**src/rtl/step_ctrl_pkg.sv**
```systemverilog
// Shared definitions for the single-step / run controller: state type and counter widths.
package step_ctrl_pkg;

    typedef enum logic [1:0] {
        HALT = 2'd0,
        STEP = 2'd1,
        RUN  = 2'd2
    } step_state_t;

    localparam int CNT_W      = 24;
    localparam int STEP_CNT_W = 16;

endpackage

```
**src/rtl/btn_debounce.sv**
```systemverilog
// Button conditioner: 2-FF synchronizer, stable-level debounce and one-cycle press pulse.
module btn_debounce
    import step_ctrl_pkg::*;
#(
    parameter int DEBOUNCE_CYCLES = 1_000_000
) (
    input  logic clk,
    input  logic reset,
    input  logic btn,
    output logic press
);

    localparam logic [CNT_W-1:0] CNT_MAX = CNT_W'(DEBOUNCE_CYCLES - 1);

    logic             sync1_r;
    logic             sync2_r;
    logic             db_state_r;
    logic             db_prev_r;
    logic             press_r;
    logic [CNT_W-1:0] cnt_r;

    // Synchronize, count consecutive differing samples, accept the level and flag rising edges
    always_ff @(posedge clk) begin
        if (reset) begin
            sync1_r    <= 1'b0;
            sync2_r    <= 1'b0;
            db_state_r <= 1'b0;
            db_prev_r  <= 1'b0;
            press_r    <= 1'b0;
            cnt_r      <= {CNT_W{1'b0}};
        end else begin
            sync1_r <= btn;
            sync2_r <= sync1_r;
            if (sync2_r == db_state_r) begin
                cnt_r <= {CNT_W{1'b0}};
            end else if (cnt_r == CNT_MAX) begin
                db_state_r <= sync2_r;
                cnt_r      <= {CNT_W{1'b0}};
            end else begin
                cnt_r <= cnt_r + CNT_W'(1);
            end
            db_prev_r <= db_state_r;
            press_r   <= db_state_r & ~db_prev_r;
        end
    end

    assign press = press_r;

endmodule

```
**src/rtl/step_ctrl.sv**
```systemverilog
// CPU clock-enable controller: HALT / STEP / RUN sequencing from two debounced buttons,
// with a RUN-mode enable divider and a count of issued enables.
module step_ctrl
    import step_ctrl_pkg::*;
#(
    parameter int DEBOUNCE_CYCLES = 1_000_000,
    parameter int RUN_DIV         = 1
) (
    input  logic                  clk,
    input  logic                  reset,
    input  logic                  btn_step,
    input  logic                  btn_mode,
    output logic                  cpu_en,
    output logic                  mode_run,
    output logic [STEP_CNT_W-1:0] step_count
);

    localparam logic [CNT_W-1:0] DIV_MAX = CNT_W'(RUN_DIV - 1);

    logic                  step_press_s;
    logic                  mode_press_s;
    step_state_t           state_r;
    step_state_t           state_next_s;
    logic [CNT_W-1:0]      div_r;
    logic [CNT_W-1:0]      div_next_s;
    logic                  cpu_en_r;
    logic                  cpu_en_next_s;
    logic                  mode_run_r;
    logic [STEP_CNT_W-1:0] step_count_r;

    btn_debounce #(.DEBOUNCE_CYCLES(DEBOUNCE_CYCLES)) u_db_step (
        .clk   (clk),
        .reset (reset),
        .btn   (btn_step),
        .press (step_press_s)
    );

    btn_debounce #(.DEBOUNCE_CYCLES(DEBOUNCE_CYCLES)) u_db_mode (
        .clk   (clk),
        .reset (reset),
        .btn   (btn_mode),
        .press (mode_press_s)
    );

    // Next state, divider advance and enable decode; a mode press outranks a step press in HALT
    always_comb begin
        state_next_s  = state_r;
        div_next_s    = {CNT_W{1'b0}};
        cpu_en_next_s = 1'b0;
        case (state_r)
            HALT: begin
                if (mode_press_s) begin
                    state_next_s = RUN;
                end else if (step_press_s) begin
                    state_next_s = STEP;
                end else begin
                    state_next_s = HALT;
                end
            end
            STEP: state_next_s = HALT;
            RUN: begin
                if (mode_press_s) begin
                    state_next_s = HALT;
                end else begin
                    state_next_s = RUN;
                end
            end
            default: state_next_s = HALT;
        endcase

        // The divider restarts from zero on every RUN entry and is dropped on exit
        if ((state_r == RUN) && (state_next_s == RUN)) begin
            if (div_r == DIV_MAX) begin
                div_next_s = {CNT_W{1'b0}};
            end else begin
                div_next_s = div_r + CNT_W'(1);
            end
        end else begin
            div_next_s = {CNT_W{1'b0}};
        end

        if (state_next_s == STEP) begin
            cpu_en_next_s = 1'b1;
        end else if ((state_next_s == RUN) && (div_next_s == DIV_MAX)) begin
            cpu_en_next_s = 1'b1;
        end else begin
            cpu_en_next_s = 1'b0;
        end
    end

    // State, divider and registered outputs
    always_ff @(posedge clk) begin
        if (reset) begin
            state_r      <= HALT;
            div_r        <= {CNT_W{1'b0}};
            cpu_en_r     <= 1'b0;
            mode_run_r   <= 1'b0;
            step_count_r <= {STEP_CNT_W{1'b0}};
        end else begin
            state_r    <= state_next_s;
            div_r      <= div_next_s;
            cpu_en_r   <= cpu_en_next_s;
            mode_run_r <= (state_next_s == RUN);
            if (cpu_en_next_s) begin
                step_count_r <= step_count_r + STEP_CNT_W'(1);
            end else begin
                step_count_r <= step_count_r;
            end
        end
    end

    assign cpu_en     = cpu_en_r;
    assign mode_run   = mode_run_r;
    assign step_count = step_count_r;

endmodule
```
**config.mk**
```make
export PLATFORM = sky130hd
export DESIGN_NAME = step_ctrl
export DESIGN_NICKNAME = d
export VERILOG_FILES = /design/src/rtl/step_ctrl_pkg.sv /design/src/rtl/btn_debounce.sv /design/src/rtl/step_ctrl.sv
export SDC_FILE = /design/constraint.sdc
export NUM_CORES = 1
export LEC_CHECK = 0
export CAP_MARGIN = 15
export CORE_MARGIN = 3
export CORE_UTILIZATION = 40
export DETAILED_ROUTE_END_ITERATION = 8
export PLACE_DENSITY_LB_ADDON = 0.12
export SLEW_MARGIN = 10
export SYNTH_ARGS = -nofsm -noshare
export SYNTH_HDL_FRONTEND = slang
export SYNTH_SLANG_ARGS = --single-unit
```
**constraint.sdc**
```tcl
create_clock -name clk -period 5.65 [get_ports clk]
set_clock_uncertainty 0.05 [all_clocks]
set_input_delay 0.8475 -clock clk [delete_from_list [all_inputs] [get_ports clk]]
set_output_delay 0.8475 -clock clk [all_outputs]
set_load 0.1 [all_outputs]
```
## Yosys cells after proc, flatten, opt, wreduce, memory -nomap -nowiden

Index checks and enable logic that the tools add are counted.

| operators by class | value |
|---|---|
| eq/ne operators | 7 |
| bitwise logic cells | 6 |
| mux-type cells | 8 |
| add/subtract/negate cells | 4 |
| reductions and logical operators | 9 |

Operator list:

| operator | number |
|---|---|
| $add 24x1->24 const B | 3 |
| $eq 24x20->1 const B | 2 |
| $logic_not 24->1 | 2 |
| $mux 24 | 2 |
| $add 16x1->16 const B | 1 |
| $reduce_or 3->1 | 2 |
| $eq 2x2->1 const B | 2 |
| $mux 2 | 2 |
| $not 1->1 | 4 |
| $pmux 2 s2 | 1 |
| $reduce_and 2->1 | 2 |
| $mux 1 | 3 |
| $and 1x1->1 | 2 |
| $eq 1x1->1 | 2 |
| $eq 2x1->1 const B | 1 |
| $logic_and 1x1->1 | 2 |
| $logic_not 2->1 | 1 |

| storage, ports and cells | value |
|---|---|
| input bits | 4 |
| output and inout bits | 18 |
| register bits | 102 |
| logic and storage cells | 51 |

## Logic depth before layout (Yosys ltp)

Gate-level depths: netlist (run 1).

| logic depth | value |
|---|---|
| depth after elaboration | 10 |
| gate-level depth with buffers | 11 |
| depth with buffers taken out | 10 |

## Cells and area by module

A second synthesis (run 1) with hierarchy kept.

| second synthesis, totals | value |
|---|---|
| cell total of the unflattened synthesis | 575 |
| area total of the unflattened synthesis | 4873.4 sq um |

Modules (own cells, without submodules):

| module | sequential area each (sq um) | cells each | times used | area an instance (sq um) |
|---|---|---|---|---|
| btn_debounce | 580.6 | 142 | 2 | 1252.5 |
| step_ctrl | 880.8 | 291 | 1 | 2368.5 |

## Worst setup path before layout (run 1)

Ideal clock, no wire load.

| timing path | value |
|---|---|
| path type | register to register |
| from | register div_r[0] |
| to | register step_count_r[9], in the netlist step_count[9] |
| cell stages (with the launch flop) | 11 |
| buffers on the path | 1 |
| slack | 2.871 ns |
| data arrival time | 2.608 ns |
| path through | dfxtp_1 > ha_1 > nand2_1 > nor2_4 > or4b_1 > a211oi_1 > and4bb_1 > nand4_2 > buf_6 > a211oi_1 > mux2_2 |

| on the way | value |
|---|---|
| cells in the longest elaborated chain, start to end | 7 |
| elaborated cells on any way between the ends | 8 |
| classes of those cells | 1 x add/sub; 4 x mux; 3 x reduce/logical |

RTL lines:

| element | RTL line | source |
|---|---|---|
| from (decl) | step_ctrl.sv:24 | `logic [CNT_W-1:0] div_r;` |
| from (signal assigned) | step_ctrl.sv:95 | `div_r <= {CNT_W{1'b0}};` |
| from (signal assigned) | step_ctrl.sv:101 | `div_r <= div_next_s;` |
| $add 24x1->24 / $logic_not 24->1 (equally long branches) | step_ctrl.sv:76, step_ctrl.sv:73 |  |
| $mux 24 * | step_ctrl.sv:73 | `if (div_r == DIV_MAX) begin` |
| $mux 24 * | step_ctrl.sv:72 | `if ((state_r == RUN) && (state_next_s == RUN)) begin` |
| $logic_not 24->1 * | step_ctrl.sv:84 | `end else if ((state_next_s == RUN) && (div_next_s == DIV_MAX)) begin` |
| $logic_and 1x1->1 * | step_ctrl.sv:84 |  |
| $mux 1 * | step_ctrl.sv:84 |  |
| $mux 1 * | step_ctrl.sv:82 | `if (state_next_s == STEP) begin` |
| to (signal assigned) | step_ctrl.sv:98 | `step_count_r <= {STEP_CNT_W{1'b0}};` |
| to (signal assigned) | step_ctrl.sv:105 | `step_count_r <= step_count_r + STEP_CNT_W'(1);` |
| to (signal assigned) | step_ctrl.sv:107 | `step_count_r <= step_count_r;` |
| to (decl) | step_ctrl.sv:29 | `logic [STEP_CNT_W-1:0] step_count_r;` |

Mark *: on every way between the ends. The rest lies on a longest branch, timed or not.
A chain may end at the register's enable or synchronous reset.

## Worst setup path in the final report (run 1)

| timing path | value |
|---|---|
| from | register div_r[0] |
| to | register step_count_r[11], in the netlist step_count[11] |

The elaborated chain is that of the path after synthesis.

==> flow_summary.ini, run 1 <==
[global_route]
grt_pass1_wl_um = 15400
antenna_found_initial = 0
grt_pass1_vias = 3393
grt_usage = 0.1428
grt_start_max_net_pins = 26
overflow = 0

[sta]
setup_viol_count_final = 0
fin_setup_tns_ns = 0
worst_slew_pin_slew_ns = 0.9815
rsz0062_at_grt = false
period_minus_slack_ns = 3.306
hold_viol = 0
maxSlewHeadroom = 0.3436
finalCritPeriodShare = 0.5852
drv_slew = 0
fmax_ghz = 0.3025

[synthesis]
muxShareOfSynthArea = 0.01815
synth_cell_type_count = 49
syn-num-nets = 542
ys_ff_latch = 102
async_reset_ff_frac = 0
synth.avg_cell_area_um2 = 8.796
synth_simple_gate_area_frac = 0.3069
synthAdderAreaFrac = 0.01334
yosys_warnings = 0
syn_inst = 533
synth_xor_area_frac = 0.1457
synth_top_family_by_area = simple AND/OR/NAND/NOR gates
yosysSeqAreaShare = 0.4355
synth_compound_area_frac = 0.05284
ys.flop_type = dfxtp_1
netlist_area_um2 = 4688
synth_edf_count = 0

[power_and_ir_drop]
ir_drop_mv = 0.1370
p_per_area_nw_per_um2 = 262.5
p_leak_nw = 1.684

[floorplan]
num_rows = 38
io_pins = 22
dieArea_um2 = 13060
coreArea_um2 = 11130
die_h_um = 114.3
die_x_um = 114.3
initial_core_util = 0.4214

[setup_path]
required_ns = 5.83
crit_type = flop to flop
crit_arrival_ns = 3.49
worstSetupEndpointType = flop
worst-r2r-cell-count = 10
crit_fanout = 12
start_kind = flop

[cts]
cts_hold_buf = 0
htreeDepth = 3
clk_latency_ns = 0.34
clk_pin_slew_ns = 0.07
cts_buffers = 9
cts_buffer_depth = 2
ctsResizeCount = 0
cts-root-buf = clkbuf_16
tritoncts = built
postCtsSetupBuffers = 0
cts_sinks = 102

[place]
dp_hpwl_um = 6138
placedCellCount = 674
gp_congestion = 0.7861
port_buffers = 21

[layout]
diodes = 0
layout.nets = 554
fin_cells = 690
drive_gt1_frac = 0.05818
area_growth_pct = 13.13

[hold_path]
hold_path_class = flop to flop
holdPathStages = 1

[outcome]
status = completed

[route]
postRouteAntennaNets = 0
viasPerCell = 5.080
vias = 3505
drt_first_iter_violations = 97
drc = 0
routed_wirelength_um = 8753
dr.pass1.iters = 4
wire_per_inst_um = 12.69

[flow_run]
cap_violations = 0
## flip-flops by register name (all words and copies together), names as in the netlist, 2 cells and up
signal           cells
div_r               24
u_db_step.cnt_r     24
step_count          16
state_r              2
u_db_mode.cnt_r     24
## cells in the final DEF (no fill, tap or decap), drive strengths merged, types with 2 or more instances in the layout
cell,instances
nand3b,2
xor2,36
clkdlybuf4s50,21
a211oi,4
nor3,11
a2111oi,4
mux2i,4
mux2,4
nor3b,3
inv,11
nand2b,3
ha,5
nor4b,3
nand4b,2
nor2b,13
nand4,17
nor4,15
and3,14
o21ai,5
or2,2
nand3,39
a21bo,2
dfxtp,102
clkbuf,11
nor2,106
nand2,34
bufinv,2
a21oi,7
a21boi,2
xnor2,42
or3,6
and2,5
and4bb,2
## worst paths after layout
kind | start | end | slack (ns)
setup reg to reg | div_r[0] | step_count[11] | 2.34
setup / recovery | div_r[0] | step_count[11] | 2.34
hold reg to reg | u_db_step.db_prev_r | u_db_step.press | 0.33
hold / removal | u_db_step.db_prev_r | u_db_step.press | 0.33
## power breakdown
part           internal [W]  total [W]  switching, W
sequential         0.000720   0.000721   0.000000851
combinational    0.00000410  0.0000112    0.00000707
clock              0.000390   0.000660      0.000270
total               0.00111    0.00139      0.000278
## cell type report
type,count,area (um2)
Clock buffer,11,232.7
Clock inverter,5,81.33
Fill cell,1114,5822
Inverter,10,37.54
Multi-Input combinational cell,400,2517
Sequential cell,102,2042
Tap cell,140,175.2
Timing Repair Buffer,22,217.7
## kinds of logic (layout without fill, tap and decap cells)
group | count (synthesis) | in the layout
and+or+nand+nor | 280 | 280
DFF | 102 | 102
buffers and inverters | 31 | 48
muxes | 8 | 8
xor gates and xnor gates | 78 | 78
AOI/OAI and AO/OA | 29 | 29
adders and majority gates | 5 | 5
## per-layer routing
| metal | global-route usage | vias up | part of all wire |
|---|---|---|---|
| met2 | 0.2217 | 38 | 0.44 |
| met3 | 0.02537 | 13 | 0.027 |
| met5 | 0 | - | 0 |
| met1 | 0.1940 | 1616 | 0.51 |
| met4 | 0.06413 | 0 | 0.021 |
| li1 | - | 1838 | - |
## metrics by stage
step | total power, W | instance area [um2] | hold WS, ns | util | worst slack, ns
after detailed placement | 0.0007493 | 4990 | 0.3295 | 0.4485 | 2.366
after global placement | 0.0007490 | 4990 | 0.3222 | 0.4485 | 2.466
final | 0.001392 | 5304 | 0.3325 | 0.4767 | 2.344
after floorplan | 0.0007450 | 4688 | 0.3174 | - | 2.871
after CTS | 0.001409 | 5304 | 0.3359 | 0.4767 | 2.339
after global routing | 0.001443 | 5304 | 0.3335 | 0.4767 | 2.126
## synthesized netlist by cell type (all sizes together) (2+ instances only)
| cell | n | share of area |
|---|---|---|
| nor2 | 106 | 0.086 |
| dfxtp | 102 | 0.44 |
| xnor2 | 42 | 0.078 |
| nand3 | 39 | 0.042 |
| xor2 | 36 | 0.067 |
| nand2 | 34 | 0.028 |
| nand4 | 17 | 0.027 |
| nor4 | 15 | 0.026 |
| and3 | 14 | 0.019 |
| clkbuf | 14 | 0.011 |
| nor2b | 13 | 0.017 |
| nor3 | 11 | 0.012 |
| inv | 10 | 0.0080 |
| a21oi | 7 | 0.0075 |
| buf | 7 | 0.0083 |
| or3 | 6 | 0.0080 |
| and2 | 5 | 0.0067 |
| ha | 5 | 0.013 |
| o21ai | 5 | 0.0053 |
| a2111oi | 4 | 0.017 |
| a211oi | 4 | 0.0064 |
| mux2 | 4 | 0.0096 |
| mux2i | 4 | 0.0085 |
| nand2b | 3 | 0.0040 |
| nor3b | 3 | 0.0048 |
| nor4b | 3 | 0.0056 |
| a21bo | 2 | 0.0043 |
| a21boi | 2 | 0.0032 |
| and4bb | 2 | 0.0053 |
| nand3b | 2 | 0.0032 |
| nand4b | 2 | 0.0037 |
| or2 | 2 | 0.0027 |
## worst max-delay path, stage by stage, from the launching register on
cell and delay (ns):
dfxtp_1 0.41, ha_1 0.26, nand2_1 0.20, nor2_4 0.18, or4b_1 0.46, a211oi_1 0.23
and4bb_1 0.23, nand4_2 0.36, a2111oi_1 0.59, xnor2_1 0.17, nor2_1 0.05
Note: power is estimated with default switching activity, not from simulation.
==> inputs of run 2 (changes only) <==
==> constraint.sdc (replaced) <==
create_clock -name clk -period 2.65 [get_ports clk]
set_clock_uncertainty 0.05 [all_clocks]
set_input_delay 0.3975 -clock clk [delete_from_list [all_inputs] [get_ports clk]]
set_output_delay 0.3975 -clock clk [all_outputs]
set_load 0.1 [all_outputs]
==> flow_summary.ini, run 2 (synthesis results as in run 1) <==
[outcome]
status = complete, but fails checks
violations = negative setup slack

[layout]
drive_gt1_frac = 0.2057
final_util = 0.5186
final_cell_mix = 105 x nor2_1, 93 x dfxtp_1, 61 x buf_4
diodes = 0
top_regs = div_r: 24 flops, u_db_mode.cnt_r: 24 flops, u_db_step.cnt_r: 24 flops
nFillCells = 1075
area_growth_pct = 23.06
layout.nets = 603
mostFrequentLayoutCell = nor2_1
fin_cells = 738

[place]
gp_congestion = 0.8146
port_buffers = 21
placedCellCount = 721
dp_hpwl_um = 6641
place_ws_ns = -0.1195

[route]
vias = 3724
drt_first_iter_violations = 101
postRouteAntennaNets = 0
wire_per_inst_um = 12.97
dr.pass1.iters = 4
routed_wirelength_um = 9570
viasPerCell = 5.046
drc = 0

[setup_path]
worst-r2r-cell-count = 9
crit_fanout = 8
crit_arrival_ns = 2.86
r2r-end = step_count[9]
worstSetupEndpointType = flop
crit_type = flop to flop
required_ns = 2.84
r2r_slack_ns = -0.02
r2r-start = div_r[3]
start_kind = flop

[hold_path]
hold_path_class = flop to flop
min_from = u_db_mode.db_prev_r
whs_endpoint = u_db_mode.press
holdPathStages = 1

[sta]
worst_slew_pin_slew_ns = 0.4525
hold_viol = 0
layout_setup_ws_ns = -0.01971
drv_slew = 0
fmax_ghz = 0.3746
setup_viol_count_final = 3
rsz0062_at_grt = true
maxSlewHeadroom = 0.6977
finalCritPeriodShare = 1.007
period_minus_slack_ns = 2.670

[cts]
cts_buffers = 9
tritoncts = built
cts-root-buf = clkbuf_16
htreeDepth = 3
clk_pin_slew_ns = 0.06
cts_sinks = 102
clk_latency_ns = 0.35
cts_buffer_depth = 2
cts_hold_buf = 0

[flow_run]
cap_violations = 0

[floorplan]
num_rows = 38
dieArea_um2 = 13060
coreArea_um2 = 11130
die_h_um = 114.3
die_x_um = 114.3
initial_core_util = 0.4214
io_pins = 22

[power_and_ir_drop]
p_per_area_nw_per_um2 = 493.0
p_leak_nw = 2.023
ir_drop_mv = 0.3683
finalPower_w = 0.002844

[global_route]
grt_usage = 0.1580
grt_start_max_net_pins = 25
antenna_found_initial = 0
grt_pass1_wl_um = 16790
grt_pass1_vias = 3685
overflow = 0
==> run 2: worst max-delay path by stage <==
stage                     cells past startpoint             end       from
after floorplan                              10   step_count[9]  div_r[10]
after global placement                       11  step_count[12]   div_r[1]
after detailed placement                     11  step_count[12]   div_r[1]
after CTS                                    10  step_count[13]   div_r[3]
after global routing                         11  step_count[12]  div_r[12]
final                                         9   step_count[9]   div_r[3]
==> run 2: area by class of cell <==
type | count | area (um2) | area share
clock inverter | 4 | 48.80 | 0.008458
sequential | 102 | 2053 | 0.3559
tap | 140 | 175.2 | 0.03036
multi-input combinational | 400 | 2655 | 0.4602
inverter | 10 | 37.54 | 0.006506
clock buffer | 11 | 232.7 | 0.04034
timing repair buffer | 71 | 566.8 | 0.09824
==> run 2: metal layers <==
layer  global-route usage  up-vias  wire (um)
met5                    0        -          0
met4              0.07601        0        206
met3              0.02907       14        220
met2               0.2471       35       4310
met1               0.2105     1744       4833
li1                     -     1931          -
==> run 2: where the power goes <==
group	leakage, nW	total, W	internal [W]	switching, W
combinational	1.06	0.0000268	0.0000108	0.0000160
clock	0.139	0.00128	0.000726	0.000553
sequential	0.827	0.00154	0.00154	0.00000203
total	2.02	0.00284	0.00227	0.000572
==> run 2: critical path, stage by stage, from the launching register on <==
cell and delay, ns:
dfxtp_2 0.35, nand4_4 0.21, nor4_4 0.41, nand4_1 0.18, xor2_1 0.22, and4bb_1 0.26
nand4_4 0.13, buf_6 0.18, a211oi_2 0.24, mux2_4 0.31
==> run 2: timing repair <==
| action | CTS | global route |
|---|---|---|
| buffers inserted | 1 | 1 |
| gates resized for setup | 16 | 21 |
| pin swaps | 5 | 11 |
| setup endpoints to repair | 11 | 16 |
==> run 2: metrics by stage <==
step | setup TNS [ns] | instance area, um2 | hold slack (ns)
after floorplan | -0.002180 | 4711 | 0.3174
after global placement | -0.2028 | 5320 | 0.3267
after detailed placement | -0.5648 | 5320 | 0.3274
after CTS | -0.004226 | 5685 | 0.3423
after global routing | -1.813 | 5769 | 0.3622
final | -0.02313 | 5769 | 0.3399
